**src/rtl/cobertura_ctrl.sv**
```systemverilog
// Retractable roof motor controller: synchronises and debounces the light/rain sensors and
// runs the open/close motor FSM with limit stops, reversal dead-time, run timeout and fault latch.
module cobertura_ctrl #(
  parameter int DEB_CYC     = 4,
  parameter int DEAD_CYC    = 8,
  parameter int TIMEOUT_CYC = 100
) (
  input  logic       clk,
  input  logic       rst_n,
  input  logic       L,
  input  logic       U,
  input  logic       Fe,
  input  logic       Fd,
  input  logic       clr_falha,
  output logic       A,
  output logic       F,
  output logic       falha,
  output logic [2:0] estado
);

  localparam int DEB_W  = (DEB_CYC > 1)     ? $clog2(DEB_CYC)     : 1;
  localparam int DEAD_W = (DEAD_CYC > 1)    ? $clog2(DEAD_CYC)    : 1;
  localparam int RUN_W  = (TIMEOUT_CYC > 1) ? $clog2(TIMEOUT_CYC) : 1;

  typedef enum logic [2:0] {
    IDLE     = 3'd0,
    ABRINDO  = 3'd1,
    FECHANDO = 3'd2,
    PAUSA    = 3'd3,
    FALHA    = 3'd4
  } state_e;

  // Bit order of the synchroniser: {Fd, Fe, U, L}
  logic [3:0] sync1_q, sync2_q;
  logic [1:0] warm_q;
  logic [1:0] filt;

  always_ff @(posedge clk or negedge rst_n) begin
    if (!rst_n) begin
      sync1_q <= '0;
      sync2_q <= '0;
      warm_q  <= '0;
    end else begin
      sync1_q <= {Fd, Fe, U, L};
      sync2_q <= sync1_q;
      warm_q  <= {warm_q[0], 1'b1};
    end
  end

  // Debounce L (gi=0) and U (gi=1): filtered value follows after DEB_CYC consecutive mismatches
  for (genvar gi = 0; gi < 2; gi++) begin : g_deb
    logic             filt_q;
    logic [DEB_W-1:0] cnt_q;

    always_ff @(posedge clk or negedge rst_n) begin
      if (!rst_n) begin
        filt_q <= 1'b0;
        cnt_q  <= '0;
      end else if (sync2_q[gi] == filt_q) begin
        cnt_q <= '0;
      end else if (cnt_q == DEB_W'(DEB_CYC - 1)) begin
        filt_q <= sync2_q[gi];
        cnt_q  <= '0;
      end else begin
        cnt_q <= cnt_q + 1'b1;
      end
    end

    assign filt[gi] = filt_q;
  end

  logic fe_s, fd_s, alvo_abrir, ready;
  assign fe_s       = sync2_q[2];
  assign fd_s       = sync2_q[3];
  assign alvo_abrir = filt[0] & ~filt[1];
  // Hold IDLE until the synchronisers carry real input values, not their reset zeros
  assign ready      = warm_q[1];

  state_e              state_q, state_d;
  logic [RUN_W-1:0]    run_cnt_q, run_cnt_d;
  logic [DEAD_W-1:0]   dead_cnt_q, dead_cnt_d;
  logic                a_q, f_q, falha_q;

  always_ff @(posedge clk or negedge rst_n) begin
    if (!rst_n) begin
      state_q    <= IDLE;
      run_cnt_q  <= '0;
      dead_cnt_q <= '0;
      a_q        <= 1'b0;
      f_q        <= 1'b0;
      falha_q    <= 1'b0;
    end else begin
      state_q    <= state_d;
      run_cnt_q  <= run_cnt_d;
      dead_cnt_q <= dead_cnt_d;
      a_q        <= (state_d == ABRINDO);
      f_q        <= (state_d == FECHANDO);
      falha_q    <= (state_d == FALHA);
    end
  end

  always_comb begin
    state_d = state_q;
    if (!ready) begin
      state_d = IDLE;
    end else if (fe_s && fd_s) begin
      state_d = FALHA;
    end else begin
      case (state_q)
        IDLE: begin
          if (alvo_abrir && !fe_s)       state_d = ABRINDO;
          else if (!alvo_abrir && !fd_s) state_d = FECHANDO;
        end
        ABRINDO: begin
          if (fe_s)                                         state_d = IDLE;
          else if (!alvo_abrir)                             state_d = PAUSA;
          else if (run_cnt_q == RUN_W'(TIMEOUT_CYC - 1))    state_d = FALHA;
        end
        FECHANDO: begin
          if (fd_s)                                         state_d = IDLE;
          else if (alvo_abrir)                              state_d = PAUSA;
          else if (run_cnt_q == RUN_W'(TIMEOUT_CYC - 1))    state_d = FALHA;
        end
        PAUSA: begin
          if (dead_cnt_q == DEAD_W'(DEAD_CYC - 1)) state_d = IDLE;
        end
        FALHA: begin
          if (clr_falha) state_d = PAUSA;
        end
        default: state_d = IDLE;
      endcase
    end
  end

  // Counters restart on every state entry and only advance while the state is held
  always_comb begin
    run_cnt_d  = '0;
    dead_cnt_d = '0;
    if (state_d == state_q && (state_q == ABRINDO || state_q == FECHANDO))
      run_cnt_d = run_cnt_q + 1'b1;
    if (state_d == state_q && state_q == PAUSA)
      dead_cnt_d = dead_cnt_q + 1'b1;
  end

  assign A      = a_q;
  assign F      = f_q;
  assign falha  = falha_q;
  assign estado = state_q;

endmodule
```
**config.mk**
```make
export PLATFORM = sky130hd
export DESIGN_NAME = cobertura_ctrl
export DESIGN_NICKNAME = d
export VERILOG_FILES = /design/src/rtl/cobertura_ctrl.sv
export SDC_FILE = /design/constraint.sdc
export NUM_CORES = 1
export LEC_CHECK = 0
export BUFFER_PORTS_ARGS = -buffer_cell sky130_fd_sc_hd__buf_2
export CAP_MARGIN = 40
export CORE_MARGIN = 10
export CORE_UTILIZATION = 45
export DETAILED_ROUTE_END_ITERATION = 10
export PLACE_DENSITY = 0.66
export SLEW_MARGIN = 10
export SYNTH_ARGS = -nofsm -noshare
export SYNTH_HDL_FRONTEND = slang
export SYNTH_SLANG_ARGS = --single-unit
```
**constraint.sdc**
```tcl
create_clock -name clk -period 2 [get_ports clk]
set_input_delay 0.2 -clock clk [delete_from_list [all_inputs] [get_ports clk]]
set_output_delay 0.2 -clock clk [all_outputs]
set_load 0.03 [all_outputs]
```
==> flow_summary.ini, run 1 <==
[worst_setup_path]
slowest_stage = a2111o_1
reg2reg_to = run_cnt_q[3]
r2r_cells = 6
slowest_delay_ns = 0.47
r2r_slack_ns = 0.006
crit_fanout = 7
r2r_start = dead_cnt_q[0]
cp-end-kind = flip-flop
cp.arrival_ns = 2.25
cp_cell_sequence = ha_2, ha_4, and4bb_2, a311o_2, a2111o_1, a21oi_1
startpoint_type = flip-flop
crit_required_ns = 2.25
critPathKind = reg2reg

[clock_network]
htree_levels = 2
cts_tree = built
path_clk_slew_ns = 0.09
clk_latency_ns = 0.33
cts_root_buf = clkbuf_4
max-clock-path-buffers = 2
cts_num_sinks = 32
cts_buffers = 5

[final_layout]
fin_area_um2 = 1700
drive_above_1_share_pct = 29.8
fin_nets = 152
multiInputGateArea_um2 = 604
ff_latch_area_um2 = 801
area_growth_syn_to_layout_pct = 20.6
n_antenna_cell = 0
fillers = 270

[detailed_routing]
wire_per_inst_um = 12.8
drcViolationCount = 0
drt-total-wl_um = 2360
dr.first_iter.drc_count = 98
vias = 942
avgViaCountPerCell = 5.09
first_pass_iters = 4
ant_nets = 0

[placed_design]
gp_congestion = 0.776
place_ws_ns = -0.0424
io_buffer_count = 12
post-dp-hpwl_um = 1630
place_area_um2 = 1510

[logic_synthesis]
yosysWarningCount = 0
muxShareOfSynthArea_pct = 3.74
synth-seq-cells = 32
synth_top_area_share_pct = 56.9
synth_top_family_by_area = simple AND/OR/NAND/NOR gates
yosysTopAreaCell = dfrtp_1
synth-edff-count = 0
yosys.area_share.adder_pct = 4.45
synth_ff_type = dfrtp_1
async_flop_share_pct = 100
syn_nets = 123
synth_compound_area_share_pct = 10.2
synth_cells = 111
synth.area.top_cells = dfrtp_1, ha_1, xnor2_1
yosys.cell_count.top_type = dfrtp_1
synth-xor-area-share_pct = 4.36
ys_types = 38
yosys.area_share.simple_pct = 17.0
syn_area_um2 = 1410
postSynthAreaPerCell_um2 = 12.7
synth_seq_area_share_pct = 56.9
synth_common_cells = dfrtp_1, nor2_1, a21oi_1

[floorplanning]
dieHeight_um = 75.9
chipWidth_um = 75.9
start_util_pct = 46.4
rows = 20
die-area_um2 = 5760
core_area_um2 = 3030
ioPinCount = 13

[worst_hold_path]
min_path_type = in2reg
hold_depth = 4
worstHoldStart = clr_falha
min_to = estado[2]

[timing]
final-max-slew-violation-count = 0
fin_crit_sh_pct = 99.7
post-route-min-period_ns = 1.99
setup_slack_ns = 0.00648
whs_ns = 0.348
relSlewSlack_pct = 54.5
hold_violations = 0
setup_violations = 0
rsz0062_at_grt = yes
worst_pin_slew_ns = 0.683
skew_ns = 0.00749
fmax_ghz = 0.502

[grt]
grt_pass1_vias = 949
grt_antenna_before_repair = 0
grt_max_degree = 33
track_usage_pct = 8.50
grt_first_pass_wirelength_um = 4100
overflow = 0

[power]
leakagePower_uw = 0.000757
powerDensity_nw_per_um2 = 896
vdd_drop_max_uv = 453

[outcome]
status = complete, no violations

[run]
cap_violations = 0
-- through the flow --
stage               utilization, %  power, µW  setup TNS, ns  instances
global placement              50.0       1110              0        168
detailed placement            50.0       1120         -0.237        168
global route                  56.0       1620         -0.412        185
finish                        56.0       1520              0        185
CTS                           54.4       1520              0        184
floorplan                        -       1050              0        111
-- placed cells by master (no fill, tap or decap), types with 3 or more instances in the layout --
master,count
dfrtp_1,32
xnor2_1,5
dlygate4sd3_1,5
buf_4,8
mux2i_1,3
nor3_1,3
ha_1,3
buf_2,12
nand2_1,4
clkbuf_4,5
nor4b_1,3
nand3_1,4
a21oi_1,5
and3_1,3
nor2_1,9
-- per-layer routing --
layer	up-vias	global-route usage [%]	wire, µm
met5	-	0	0
met4	0	3.98	44
met1	446	10.1	1080
met2	32	12.5	1070
li1	458	-	-
met3	6	4.25	156
-- state kept, by name, summed over array words and instances, names as in the netlist --
name          count
g_deb.filt_q      2
estado            3
A                 1
sync2_q           4
warm_q            2
run_cnt_q         7
sync1_q           4
falha             1
dead_cnt_q        3
F                 1
g_deb.cnt_q       4
-- kinds of logic (layout without fill, tap and decap cells) --
group | Yosys count | count (layout)
other cells | 1 | 1
compound gates | 18 | 18
simple gates | 39 | 39
mux | 5 | 5
fa+ha+maj | 5 | 5
xor+xnor | 7 | 7
buf+inv | 4 | 34
flops | 32 | 32
-- final cells by class --
type                            count  area share (%)
Sequential cell                    32            47.2
Multi-Input combinational cell     75            35.6
Timing Repair Buffer               25            10.0
Clock buffer                        7            3.24
Tap cell                           44            3.24
Clock inverter                      1           0.442
Inverter                            1           0.221
-- power by group --
group / switching [µW] / internal (µW)
clock: 208 / 172
combinational: 181 / 168
sequential: 65.9 / 725
-- critical path, delay by kind of cell (launching register included) --
kind	cells	cell delay, ns
AND/OR/NAND/NOR	1	0.24
flip-flops	1	0.37
AO/OA/AOI/OAI	3	0.99
adder cells (fa/ha/maj)	2	0.32
-- worst max-delay path by stage --
stage,end,from,cells after the start
6_report,run_cnt_q[3],dead_cnt_q[0],6
5_1_grt,run_cnt_q[4],dead_cnt_q[0],6
4_1_cts,run_cnt_q[0],dead_cnt_q[0],6
3_5_place_dp,run_cnt_q[0],dead_cnt_q[0],6
3_3_place_gp,run_cnt_q[2],dead_cnt_q[0],6
2_1_floorplan,run_cnt_q[0],estado[2],5
-- repair_timing --
action                                  in CTS  in global routing
pin swaps                                   10                  5
hold buffers                                 5                  0
resized for setup                            0                  7
endpoints found under the setup margin       7                  7
setup buffers                                3                  1
hold endpoints to repair                    36                  0
(Power assumes the default switching activity.)
==> inputs of run 2 (changes only) <==
--- a/config.mk
+++ b/config.mk
@@ -7,6 +7,7 @@
 export LEC_CHECK = 0
 export BUFFER_PORTS_ARGS = -buffer_cell sky130_fd_sc_hd__buf_2
 export CAP_MARGIN = 40
+export CORE_ASPECT_RATIO = 0.75
 export CORE_MARGIN = 10
 export CORE_UTILIZATION = 45
 export DETAILED_ROUTE_END_ITERATION = 10
==> run 2 against run 1 <==
Compared with the run above: design area is 1.0% lower; non-clock buffer count is 5 lower; routed wire length is 0.89% lower; sequential share of layout area is 0.57 points higher; core utilization is 0.35 points higher; global-route usage is 0.055 points higher; critical endpoint unchanged; largest cell class unchanged; largest power group unchanged.
==> flow_summary.ini, run 2 (same netlist as run 1, synthesis figures left out) <==
[final_layout]
final_cell_mix = dfrtp_1, buf_2, nor2_1
area_growth_syn_to_layout_pct = 19.4
fin_util_pct = 56.4
multiInputGateArea_um2 = 577
fillers = 259
largest_reg_flops = 7
regMostFlops = run_cnt_q
fin_nets = 147
ff_latch_area_um2 = 802
n_antenna_cell = 0
final-instance-count-excl-fill = 174
drive_above_1_share_pct = 30.1
final_common_cell = dfrtp_1

[worst_setup_path]
crit_required_ns = 2.20
startpoint_type = flip-flop
cp.arrival_ns = 2.19
r2r_slack_ns = 0.005
cp-end-kind = flip-flop
crit_fanout = 7
critPathKind = reg2reg

[detailed_routing]
drt-total-wl_um = 2340
drcViolationCount = 0
ant_nets = 0
dr.first_iter.drc_count = 114
wire_per_inst_um = 13.4
first_pass_iters = 4
avgViaCountPerCell = 5.28
vias = 919

[timing]
skew_ns = 0.00876
post-route-min-period_ns = 1.99
worst_pin_slew_ns = 0.670
relSlewSlack_pct = 55.3
fmax_ghz = 0.501
setup_slack_ns = 0.00533
setup_tns_ns = 0
rsz0062_at_grt = yes
final-max-slew-violation-count = 0
hold_violations = 0
fin_crit_sh_pct = 99.7
whs_ns = 0.0173
setup_violations = 0

[floorplanning]
dieHeight_um = 68.4
core_area_um2 = 2980
chipWidth_um = 84.6
rows = 17
ioPinCount = 13
die-area_um2 = 5780
start_util_pct = 47.2

[clock_network]
clk_latency_ns = 0.28
cts_buffers = 5
htree_levels = 2
path_clk_slew_ns = 0.06
max-clock-path-buffers = 2
cts_root_buf = clkbuf_8
cts_tree = built
cts_num_sinks = 32

[grt]
track_usage_pct = 8.56
grt_antenna_before_repair = 0
grt_pass1_vias = 861
grt_max_degree = 33
grt_first_pass_wirelength_um = 3880
overflow = 0

[placed_design]
post-dp-hpwl_um = 1680
gp_congestion = 0.786
place_ws_ns = -0.0339
io_buffer_count = 12
place_inst = 162

[outcome]
status = complete, no violations

[power]
vdd_drop_max_uv = 602
leakagePower_uw = 0.000772
powerDensity_nw_per_um2 = 1060

[run]
cap_violations = 0

[worst_hold_path]
min_path_type = in2reg
==> run 2: stage by stage <==
step / area, µm² / total power (µW)
after floorplan: 1410 / 1050
after global placement: 1510 / 1110
after detailed placement: 1510 / 1120
after CTS: 1650 / 1800
after global routing: 1680 / 1870
final: 1680 / 1790
==> run 2: routing by layer <==
layer	GRT usage, %	wire [µm]
met5	0	0
met1	10.5	1170
met3	4.03	132
met2	11.7	982
met4	5.74	53
==> run 2: path summary, 6_finish.rpt <==
check,depth (start not counted),from,to
max,4,run_cnt_q[4],run_cnt_q[3]
min,1,L,sync1_q[0]
max reg2reg,4,run_cnt_q[4],run_cnt_q[3]
min reg2reg,0,warm_q[0],warm_q[1]
max in group asynchronous,2,rst_n,estado[0]
min in group asynchronous,2,rst_n,dead_cnt_q[2]
==> run 2: cell type report <==
class,instances,share of cell area [%]
clock inverter,1,1.79
timing repair buffer,20,7.30
tap,38,2.83
clock buffer,7,5.74
multi-input combinational,75,34.4
sequential,32,47.8
inverter,1,0.224
==> run 2: power breakdown <==
group | internal (µW) | switching (µW)
registers | 727 | 65.0
clock network | 439 | 226
logic | 158 | 170
==> run 2: worst max-delay path, cell delays in order, from the launching register on <==
cell and delay, ns:
dfrtp_1 0.39, or4b_4 0.55, o31a_1 0.37, a2111o_1 0.43
a21oi_1 0.17
==> run 2: repair_timing <==
| item | in CTS | in global routing |
|---|---|---|
| endpoints found under the hold margin | 32 | 0 |
| buffers inserted | 1 | 2 |
| setup endpoints to repair | 7 | 7 |
| pin swaps | 7 | 3 |
| hold buffers | 1 | 0 |
| gates resized for setup | 1 | 3 |
